--- src/rtl/jam_pkg.sv ---
// Shared state encoding, default sizes and a clog2 helper for the exhaustive job-assignment solver.
package jam_pkg;

  typedef enum logic [1:0] {
    S_IDLE  = 2'd0,
    S_ISSUE = 2'd1,
    S_CMP   = 2'd2,
    S_DONE  = 2'd3
  } jam_state_e;

  localparam int JAM_N_DEF      = 8;
  localparam int JAM_COST_W_DEF = 7;

  function automatic int clog2(input int v);
    int r;
    r = 0;
    for (int i = 0; i < 31; i++) begin
      if ((1 << i) < v) r = i + 1;
    end
    return r;
  endfunction

endpackage

--- src/rtl/jam_next_perm.sv ---
// Combinational next-lexicographic-permutation generator; last_o flags a strictly descending input.
module jam_next_perm #(
  parameter int N     = 8,
  parameter int IDX_W = 3
) (
  input  logic [N*IDX_W-1:0] perm_i,
  output logic [N*IDX_W-1:0] next_o,
  output logic               last_o
);

  logic [IDX_W-1:0] p [N];
  logic [IDX_W-1:0] s [N];
  logic [IDX_W-1:0] q [N];
  logic [IDX_W-1:0] piv;
  logic [IDX_W-1:0] succ;
  logic             found;

  always_comb begin
    for (int i = 0; i < N; i++) p[i] = perm_i[i*IDX_W +: IDX_W];
    found = 1'b0;
    piv   = '0;
    for (int i = 0; i < N - 1; i++) begin
      if (p[i] < p[i+1]) begin
        found = 1'b1;
        piv   = IDX_W'(i);
      end
    end
    // the element right of the pivot is always larger, so succ starts valid
    succ = piv + 1'b1;
    for (int i = 0; i < N; i++) begin
      if (i > int'(piv) && p[i] > p[piv]) succ = IDX_W'(i);
    end
    s       = p;
    s[piv]  = p[succ];
    s[succ] = p[piv];
    q       = s;
    for (int i = 0; i < N; i++) begin
      if (i > int'(piv)) q[i] = s[IDX_W'(N + int'(piv) - i)];
    end
    next_o = '0;
    for (int i = 0; i < N; i++) next_o[i*IDX_W +: IDX_W] = q[i];
    last_o = ~found;
  end

endmodule

--- src/rtl/jam_perm_search.sv ---
// Exhaustive worker->job assignment search: minimum total cost and tie count over all N! permutations.
// Optional JAM_BEST_PERM_EN adds the BestPerm port (first lexicographic minimum).
module jam_perm_search
  import jam_pkg::*;
#(
  parameter int N      = JAM_N_DEF,
  parameter int IDX_W  = 3,
  parameter int COST_W = JAM_COST_W_DEF,
  parameter int SUM_W  = 10,
  parameter int CNT_W  = 16
) (
  input  logic               CLK,
  input  logic               RST_N,
  input  logic               Start,
  output logic [IDX_W-1:0]   W,
  output logic [IDX_W-1:0]   J,
  input  logic [COST_W-1:0]  Cost,
  output logic               Busy,
  output logic               Valid,
`ifdef JAM_BEST_PERM_EN
  output logic [N*IDX_W-1:0] BestPerm,
`endif
  output logic [SUM_W-1:0]   MinCost,
  output logic [CNT_W-1:0]   MatchCount
);

  localparam int PW = N * IDX_W;

  function automatic logic [PW-1:0] ident();
    logic [PW-1:0] r;
    r = '0;
    for (int i = 0; i < N; i++) r[i*IDX_W +: IDX_W] = IDX_W'(i);
    return r;
  endfunction

  localparam logic [PW-1:0] IDENT = ident();

  if (SUM_W < COST_W + clog2(N)) begin : g_sum_w_check
    $error("jam_perm_search: SUM_W too narrow for N*(2^COST_W-1)");
  end

  jam_state_e       state_q;
  logic [PW-1:0]    perm_q;
  logic [SUM_W-1:0] min_q, sum_q, mincost_q;
  logic [CNT_W-1:0] cnt_q, matchcnt_q;
  logic [IDX_W-1:0] w_q, j_q;
  logic             busy_q, valid_q;

  logic [PW-1:0]    next_perm;
  logic             is_last;
  logic [IDX_W-1:0] k_d, j_d;
  logic [SUM_W-1:0] sum_d;
  logic [CNT_W-1:0] cnt_d;

  jam_next_perm #(.N(N), .IDX_W(IDX_W)) u_next_perm (
    .perm_i (perm_q),
    .next_o (next_perm),
    .last_o (is_last)
  );

  assign k_d   = w_q + 1'b1;
  assign sum_d = sum_q + SUM_W'(Cost);
  assign cnt_d = (&cnt_q) ? cnt_q : cnt_q + 1'b1;

  always_comb begin
    j_d = '0;
    for (int i = 0; i < N; i++) begin
      if (k_d == IDX_W'(i)) j_d = perm_q[i*IDX_W +: IDX_W];
    end
  end

  always_ff @(posedge CLK or negedge RST_N) begin
    if (!RST_N) begin
      state_q    <= S_IDLE;
      perm_q     <= IDENT;
      min_q      <= '1;
      cnt_q      <= '0;
      sum_q      <= '0;
      w_q        <= '0;
      j_q        <= '0;
      busy_q     <= 1'b0;
      valid_q    <= 1'b0;
      mincost_q  <= '0;
      matchcnt_q <= '0;
    end else begin
      case (state_q)
        S_IDLE: begin
          valid_q <= 1'b0;
          // a Start landing in the Valid cycle is dropped
          if (Start && !valid_q) begin
            perm_q  <= IDENT;
            min_q   <= '1;
            cnt_q   <= '0;
            sum_q   <= '0;
            w_q     <= '0;
            j_q     <= '0;
            busy_q  <= 1'b1;
            state_q <= S_ISSUE;
          end
        end
        S_ISSUE: begin
          sum_q <= sum_d;
          if (w_q == IDX_W'(N - 1)) begin
            state_q <= S_CMP;
          end else begin
            w_q <= k_d;
            j_q <= j_d;
          end
        end
        S_CMP: begin
          if (sum_q < min_q) begin
            min_q <= sum_q;
            cnt_q <= CNT_W'(1);
          end else if (sum_q == min_q) begin
            cnt_q <= cnt_d;
          end
          sum_q <= '0;
          w_q   <= '0;
          if (is_last) begin
            j_q     <= '0;
            state_q <= S_DONE;
          end else begin
            perm_q  <= next_perm;
            j_q     <= next_perm[IDX_W-1:0];
            state_q <= S_ISSUE;
          end
        end
        S_DONE: begin
          mincost_q  <= min_q;
          matchcnt_q <= cnt_q;
          valid_q    <= 1'b1;
          busy_q     <= 1'b0;
          state_q    <= S_IDLE;
        end
        default: state_q <= S_IDLE;
      endcase
    end
  end

`ifdef JAM_BEST_PERM_EN
  logic [PW-1:0] best_q, bestperm_q;

  always_ff @(posedge CLK or negedge RST_N) begin
    if (!RST_N) begin
      best_q     <= '0;
      bestperm_q <= '0;
    end else begin
      if (state_q == S_CMP && sum_q < min_q) best_q <= perm_q;
      if (state_q == S_DONE) bestperm_q <= best_q;
    end
  end

  assign BestPerm = bestperm_q;
`endif

  assign W          = w_q;
  assign J          = j_q;
  assign Busy       = busy_q;
  assign Valid      = valid_q;
  assign MinCost    = mincost_q;
  assign MatchCount = matchcnt_q;

endmodule

--- config.mk ---
export PLATFORM = sky130hd
export DESIGN_NAME = jam_perm_search
export DESIGN_NICKNAME = d
export VERILOG_FILES = /design/src/rtl/jam_pkg.sv /design/src/rtl/jam_next_perm.sv /design/src/rtl/jam_perm_search.sv
export SDC_FILE = /design/constraint.sdc
export NUM_CORES = 1
export LEC_CHECK = 0
export BUFFER_PORTS_ARGS = -buffer_cell sky130_fd_sc_hd__buf_2
export CAP_MARGIN = 20
export CORE_AREA = 2 2 114 172
export DETAILED_ROUTE_END_ITERATION = 8
export DIE_AREA = 0 0 116 174
export PLACE_DENSITY = 0.72
export SLEW_MARGIN = 20
export SYNTH_ARGS = -nofsm -noshare
export SYNTH_HDL_FRONTEND = slang
export SYNTH_SLANG_ARGS = --single-unit
--- constraint.sdc ---
create_clock -name CLK -period 8.3 [get_ports CLK]
set_input_delay 0.83 -clock CLK [delete_from_list [all_inputs] [get_ports CLK]]
set_output_delay 0.83 -clock CLK [all_outputs]
set_load 0.02 [all_outputs]
-- Word level (Yosys, flattened, before mapping)
Index checks and enable logic that the tools add are counted.
- flip-flop bits (word level): 96
- logic and storage cells: 202
- bits of input ports: 10
- output and inout port bits: 34
- reduce and logical (&&, ||, !) cells: 24
- add/subtract/negate cells: 12
- equal/unequal tests: 19
- bitwise logic cells: 9
- multiplexer cells: 94
- magnitude comparators: 33
- operators by type and width (kind ; number):
    $mux W3 ; 49
    $bmux W3 S3 ; 9
    $mux W16 ; 4
    $bwmux W24 ; 2
    $mux W24 ; 2
    $pmux W24 S2 ; 1
    $pmux W16 S2 ; 1
    $mux W10 ; 3
    $pmux W10 S3 ; 1
    $ge A3 B4 Y1 const B ; 7
    $gt A3 B3 Y1 ; 7
    $lt A3 B3 Y1 ; 7
    $not A3 Y3 ; 7
    $pmux W10 S2 ; 1
    $demux W3 S3 ; 2
    $pmux W3 S3 ; 2
    $add A16 B1 Y16 const B ; 1
    $reduce_and A16 Y1 ; 1
    $eq A3 B3 Y1 const B ; 5
    $gt A3 B3 Y1 const A ; 4
    $sub A3 B3 Y3 const B ; 4
    $add A10 B7 Y10 ; 1
    $eq A10 B10 Y1 ; 1
    $logic_and A1 B1 Y1 ; 10
    29 further kinds ; 59

-- Logic depth before layout (Yosys ltp)
- word-level depth: 32
- gate-level depth with buffers: 32

-- Cells and area by module
From an unflattened synthesis, not the netlist that was laid out.
- cells, all modules: 1089
- area, all modules: 9201.3 sq um
- by module, submodules not included (module ; seq. area each (sq um) ; times used ; cells each ; area each (sq um)):
    jam_perm_search ; 2429.8 ; 1 ; 452 ; 4868.4
    jam_next_perm ; 0.0 ; 1 ; 637 ; 4332.9

-- Worst setup path after synthesis
No wires, ideal clock.
- path kind: reg2reg
- from: reg perm_q[19]
- to: reg perm_q[19]
- library setup time: 0.094 ns
- data required time: 8.206 ns
- buffers on the path: 5
- arrival: 6.504 ns
- cell stages (with the launch flop): 30
- setup slack: 1.701 ns
- cell sequence: dfstp_2 clkbuf_1 inv_1 ha_1 nand2_1 o21ai_1 nand2_1 o21ai_1 buf_2 inv_1 clkbuf_1 o211ai_1 a21oi_1 a311o_1 o21ai_1 clkbuf_1 ha_1 nand3_1 nor3_1 or3_1 a211o_1 and2_1 buf_4 a31oi_1 o221ai_1 o21ai_1 nand4_1 a221oi_1 o22ai_1 a311oi_1
- word-level cells in the longest chain between the ends: 28
- elaborated cells between the ends (all ways): 66
- classes of those cells: add/sub (3); order compare (20); eq/ne (1); mux (29); bitwise (3); reduce/logical (10)
- RTL lines (item ; RTL line ; RTL):
    from (decl) ; jam_perm_search.sv:43 ; logic [PW-1:0] perm_q;
    from (signal assigned) ; jam_perm_search.sv:123 ; perm_q <= next_perm;
    $lt A3 B3 Y1 ; jam_next_perm.sv:23 ; if (p[i] < p[i+1]) begin
    $mux W3 (2 in a row) ; jam_next_perm.sv:23 ;
    $not A3 Y4 ; - ;
    $bmux W3 S3 ; jam_next_perm.sv:31, jam_next_perm.sv:35 ;
    $mux W3 ; - ;
    $mux W3 (not written as such) ; jam_next_perm.sv:31, jam_next_perm.sv:35 ;
    $gt A3 B3 Y1 ; jam_next_perm.sv:31 ; if (i > int'(piv) && p[i] > p[piv]) succ = IDX_W'(i);
    $logic_and A1 B1 Y1 ; jam_next_perm.sv:31 ;
    [10 not listed] ; - ;
    $mux W3, on equally long branches ; jam_next_perm.sv:35, jam_next_perm.sv:34 ;
    $demux W3 S3 or $bwmux W24 (tied branches) ; jam_next_perm.sv:35, jam_next_perm.sv:34 ;
    $bwmux W24 ; jam_next_perm.sv:35 ; s[succ] = p[piv];
    $bmux W3 S3 ; jam_next_perm.sv:38 ; if (i > int'(piv)) q[i] = s[IDX_W'(N + int'(piv) - i)];
    $mux W3 (not written as such) (2 in a row) ; jam_next_perm.sv:38 ;
    $mux W3 ; jam_next_perm.sv:38 ;
    $mux W24 ; jam_perm_search.sv:119 ; if (is_last) begin
    $pmux W24 S2 ; jam_perm_search.sv:86 ; case (state_q)
Parallel ways exist; a longest one is shown, timed or not. The select of a mux whose other input is x is not followed.
A chain may end at the register's enable or synchronous reset.

-- Worst setup path after layout
- from: reg perm_q[10]
- to: reg perm_q[9]
- word-level cells in the longest chain between the ends: 31
- elaborated cells between the ends (all ways): 72
- classes of those cells: add/sub (3); order compare (20); eq/ne (1); mux (35); bitwise (3); reduce/logical (10)
- RTL lines (item ; RTL line):
    $lt A3 B3 Y1 ; jam_next_perm.sv:23
    $mux W2 (2 in a row) ; jam_next_perm.sv:23
    $mux W3 (3 in a row) ; jam_next_perm.sv:23
    $not A3 Y4 ; -
    $bmux W3 S3 ; jam_next_perm.sv:31, jam_next_perm.sv:35
    $mux W3 ; -
    $mux W3 (not written as such) ; jam_next_perm.sv:31, jam_next_perm.sv:35
    $gt A3 B3 Y1 ; jam_next_perm.sv:31
    [11 not listed] ; -
    $mux W3, on equally long branches ; jam_next_perm.sv:35, jam_next_perm.sv:34
    $demux W3 S3 or $bwmux W24 (tied branches) ; jam_next_perm.sv:35, jam_next_perm.sv:34
    $bwmux W24 ; jam_next_perm.sv:35
    $bmux W3 S3 ; jam_next_perm.sv:38
    $mux W3 (not written as such) (2 in a row) ; jam_next_perm.sv:38
    $mux W3 ; jam_next_perm.sv:38
    $mux W24 ; jam_perm_search.sv:119
    $pmux W24 S2 ; jam_perm_search.sv:86
Parallel ways exist; a longest one is shown, timed or not. The select of a mux whose other input is x is not followed.

==> qor.yml <==
start_util: 0.462
cpPeakStageDelay_ps: 660
slowest_stage: "dfstp_2"
grt.busiest_layer: "met2"
path_max_fanout: 30
synthTopCellsByArea: "dfrtp_1 (21%), ha_1 (9.2%), dfstp_2 (6.7%), mux2_2 (4.7%), nand2_1 (4.4%)"
syn2layout_area_growth_pct: 10.9
hold_viol_final: 0
die_h_um: 174
p_seq_frac: 0.448
clockBufferDepth: 2
path_class: "reg2reg"
pwr-share-clk: 0.336
status: "complete, no violations"
htreeDepth: 3
drv_cap: 0
fin_crit_sh: 0.871
grt_usage: 0.351
combPwrFrac: 0.216
fin_skew_ps: 9.67
finalSetupViolCount: 0
worstPathRequired_ps: 8570
fmax_mhz: 138
grt_max_degree: 73
cp_top_family: "compound AO/OA/AOI/OAI gates"
nets: 1151
layout_commonest_cell: "nand2_1"
io-pin-count: 44
ys.flop_type: "dfrtp_1"
synth_warnings: 0
rows: 62
ys_seq_area_frac: 0.280
antenna-diode-count: 0
antenna_found_initial: 0
syn_inst: 1028
die-area_um2: 20200
synth_fp_nets: 1103
port_buffers: 43
intPower_uw: 926
p_leak_uw: 0.00421
p_sw_frac: 0.297
layout_common_cells: "nand2_1 (102), nor2_1 (94), dfrtp_1 (74)"
endpoint_kind: "flip-flop"
path_buf_inv: 3
synth_top_cell_by_area: "dfrtp_1"
drc_errors: 0
dr.pass1.iters: 5
grt_overflow: 0
wire_per_inst_um: 26.1
cts_hold_buffers: 0
grtUsageMet2: 0.586
dp_hpwl_mm: 26.8
drt_iter0_drc: 860
use_met3: 0.0558
power.density_nw_per_um2: 137
clk-insertion-delay-late_ps: 350
ys_seq_elements: 96
syn_area_um2: 8680
worst_pin_slew_ps: 936
clkSinkCount: 96
worst_slack_ps: 1070
synth_top_area_frac: 0.213
worstSetupStartpointType: "flip-flop"
fin_setup_tns_ps: 0
post_cts_buffers: 0
grt_util_met1: 0.374
slew-limit-headroom: 0.374
hold_path.class: "in2async"
preCtsSetupSlack_ps: 1280
layout-drive-gt1-share: 0.189
power_switching_uw: 392
rsz0062_at_grt: "no"
grt_first_pass_wirelength_mm: 52.6
die_w_um: 116
syn_avg_cell_area_um2: 8.44
ir_drop_mv: 0.103
vias_per_cell: 6.52
slew_violations: 0
path_clk_slew_ps: 70
core_um2: 18800
grt_pass1_vias: 8659
cp_data_arrival_time_ps: 7500
min_period_ps: 7230
via_count: 8723
antenna_left: 0
cts_tree: "done"
synth_edf_count: 0
synth_cell_types: 93
async_flop_share: 1.00
root_buffer: "clkbuf_16"
drt-total-wl_mm: 34.9
place_congestion: 1.12
cts_made_buffers: 9
post_cts_resized: 0
worst register-to-register path, cell delays in order (launching register included):
cell and delay, ps:
dfstp_2 660, inv_1 190, ha_1 310, nand2_1 50
o21ai_1 340, a211oi_4 140, nor2_2 170, buf_4 420
o211ai_1 160, a21oi_1 170, a311oi_1 60, a21o_1 190
inv_1 490, ha_1 380, o21ai_0 100, a32oi_1 120
o211ai_1 190, mux2i_1 220, or3_1 470, a211oi_1 520
nor2_1 330, o21ai_0 420, mux4_2 460, mux2i_1 110
a2111oi_0 410, a21oi_1 80
power by group through the flow:
stage	clock [uW]	combinational (uW)	sequential [uW]
after floorplan	0	223	573
after global routing	472	330	596
after CTS	450	289	591
after detailed placement	0	285	600
after global placement	0	279	599
final	443	285	590
metal layers:
metal / wire [um] / up-vias / share of wire
li1: - / 3921 / -
met3: 2410 / 178 / 0.069
met1: 12000 / 4168 / 0.34
met2: 16700 / 456 / 0.48
met4: 3750 / 0 / 0.11
met5: 0 / - / 0
cells by family after synthesis:
kind of cell,Yosys count,synth area share
AO/OA/AOI/OAI,345,0.274
flip-flops,96,0.280
XOR/XNOR,21,0.0212
buffers and inverters,114,0.0549
adder cells (fa/ha/maj),66,0.0957
AND/OR/NAND/NOR,310,0.166
multiplexers,76,0.109
registers in the layout (all words and copies together) (netlist names):
signal      cells
Busy            1
min_q          10
MinCost        10
sum_q          10
Valid           1
state_q         2
W               3
perm_q         24
cnt_q          16
J               3
MatchCount     16
synthesized netlist by cell type, drive strengths merged (29+ instances only):
library cell	n
nand2	104
nor2	98
dfrtp	74
o21ai	73
a21oi	71
ha	64
inv	63
mux2	36
nand3	34
a31oi	32
clkbuf	31
mux2i	29
cell type report:
class | count | area, um^2
clock buffers | 11 | 253
clock inverters | 5 | 63.8
multi-input cells | 818 | 5770
repair buffers | 87 | 548
inverters | 64 | 241
fillers | 1812 | 9140
flip-flops and latches | 96 | 2430
well taps | 256 | 320
through the flow:
stage	cell area, um^2	instances	util	total power [uW]	hold WS (ps)
floorplan	8680	1028	-	796	486
global placement	9310	1321	0.496	878	465
detailed placement	9310	1321	0.496	885	471
CTS	9630	1337	0.513	1330	382
global route	9630	1337	0.513	1400	403
finish	9630	1337	0.513	1320	385
final timing paths:
| check | endpoint | cells past startpoint | from | slack (ps) |
|---|---|---|---|---|
| worst min-delay path | sum_q[3] | 1 | RST_N | 390 |
| min in group CLK | J[0] | 2 | J[0] | 480 |
| max in group asynchronous | cnt_q[10] | 2 | RST_N | 6670 |
| worst max-delay path | perm_q[9] | 25 | perm_q[10] | 1070 |
| worst min register to register | J[0] | 2 | J[0] | 480 |
| worst max register to register | perm_q[9] | 25 | perm_q[10] | 1070 |
No activity file was read; power rests on OpenSTA's default activity.
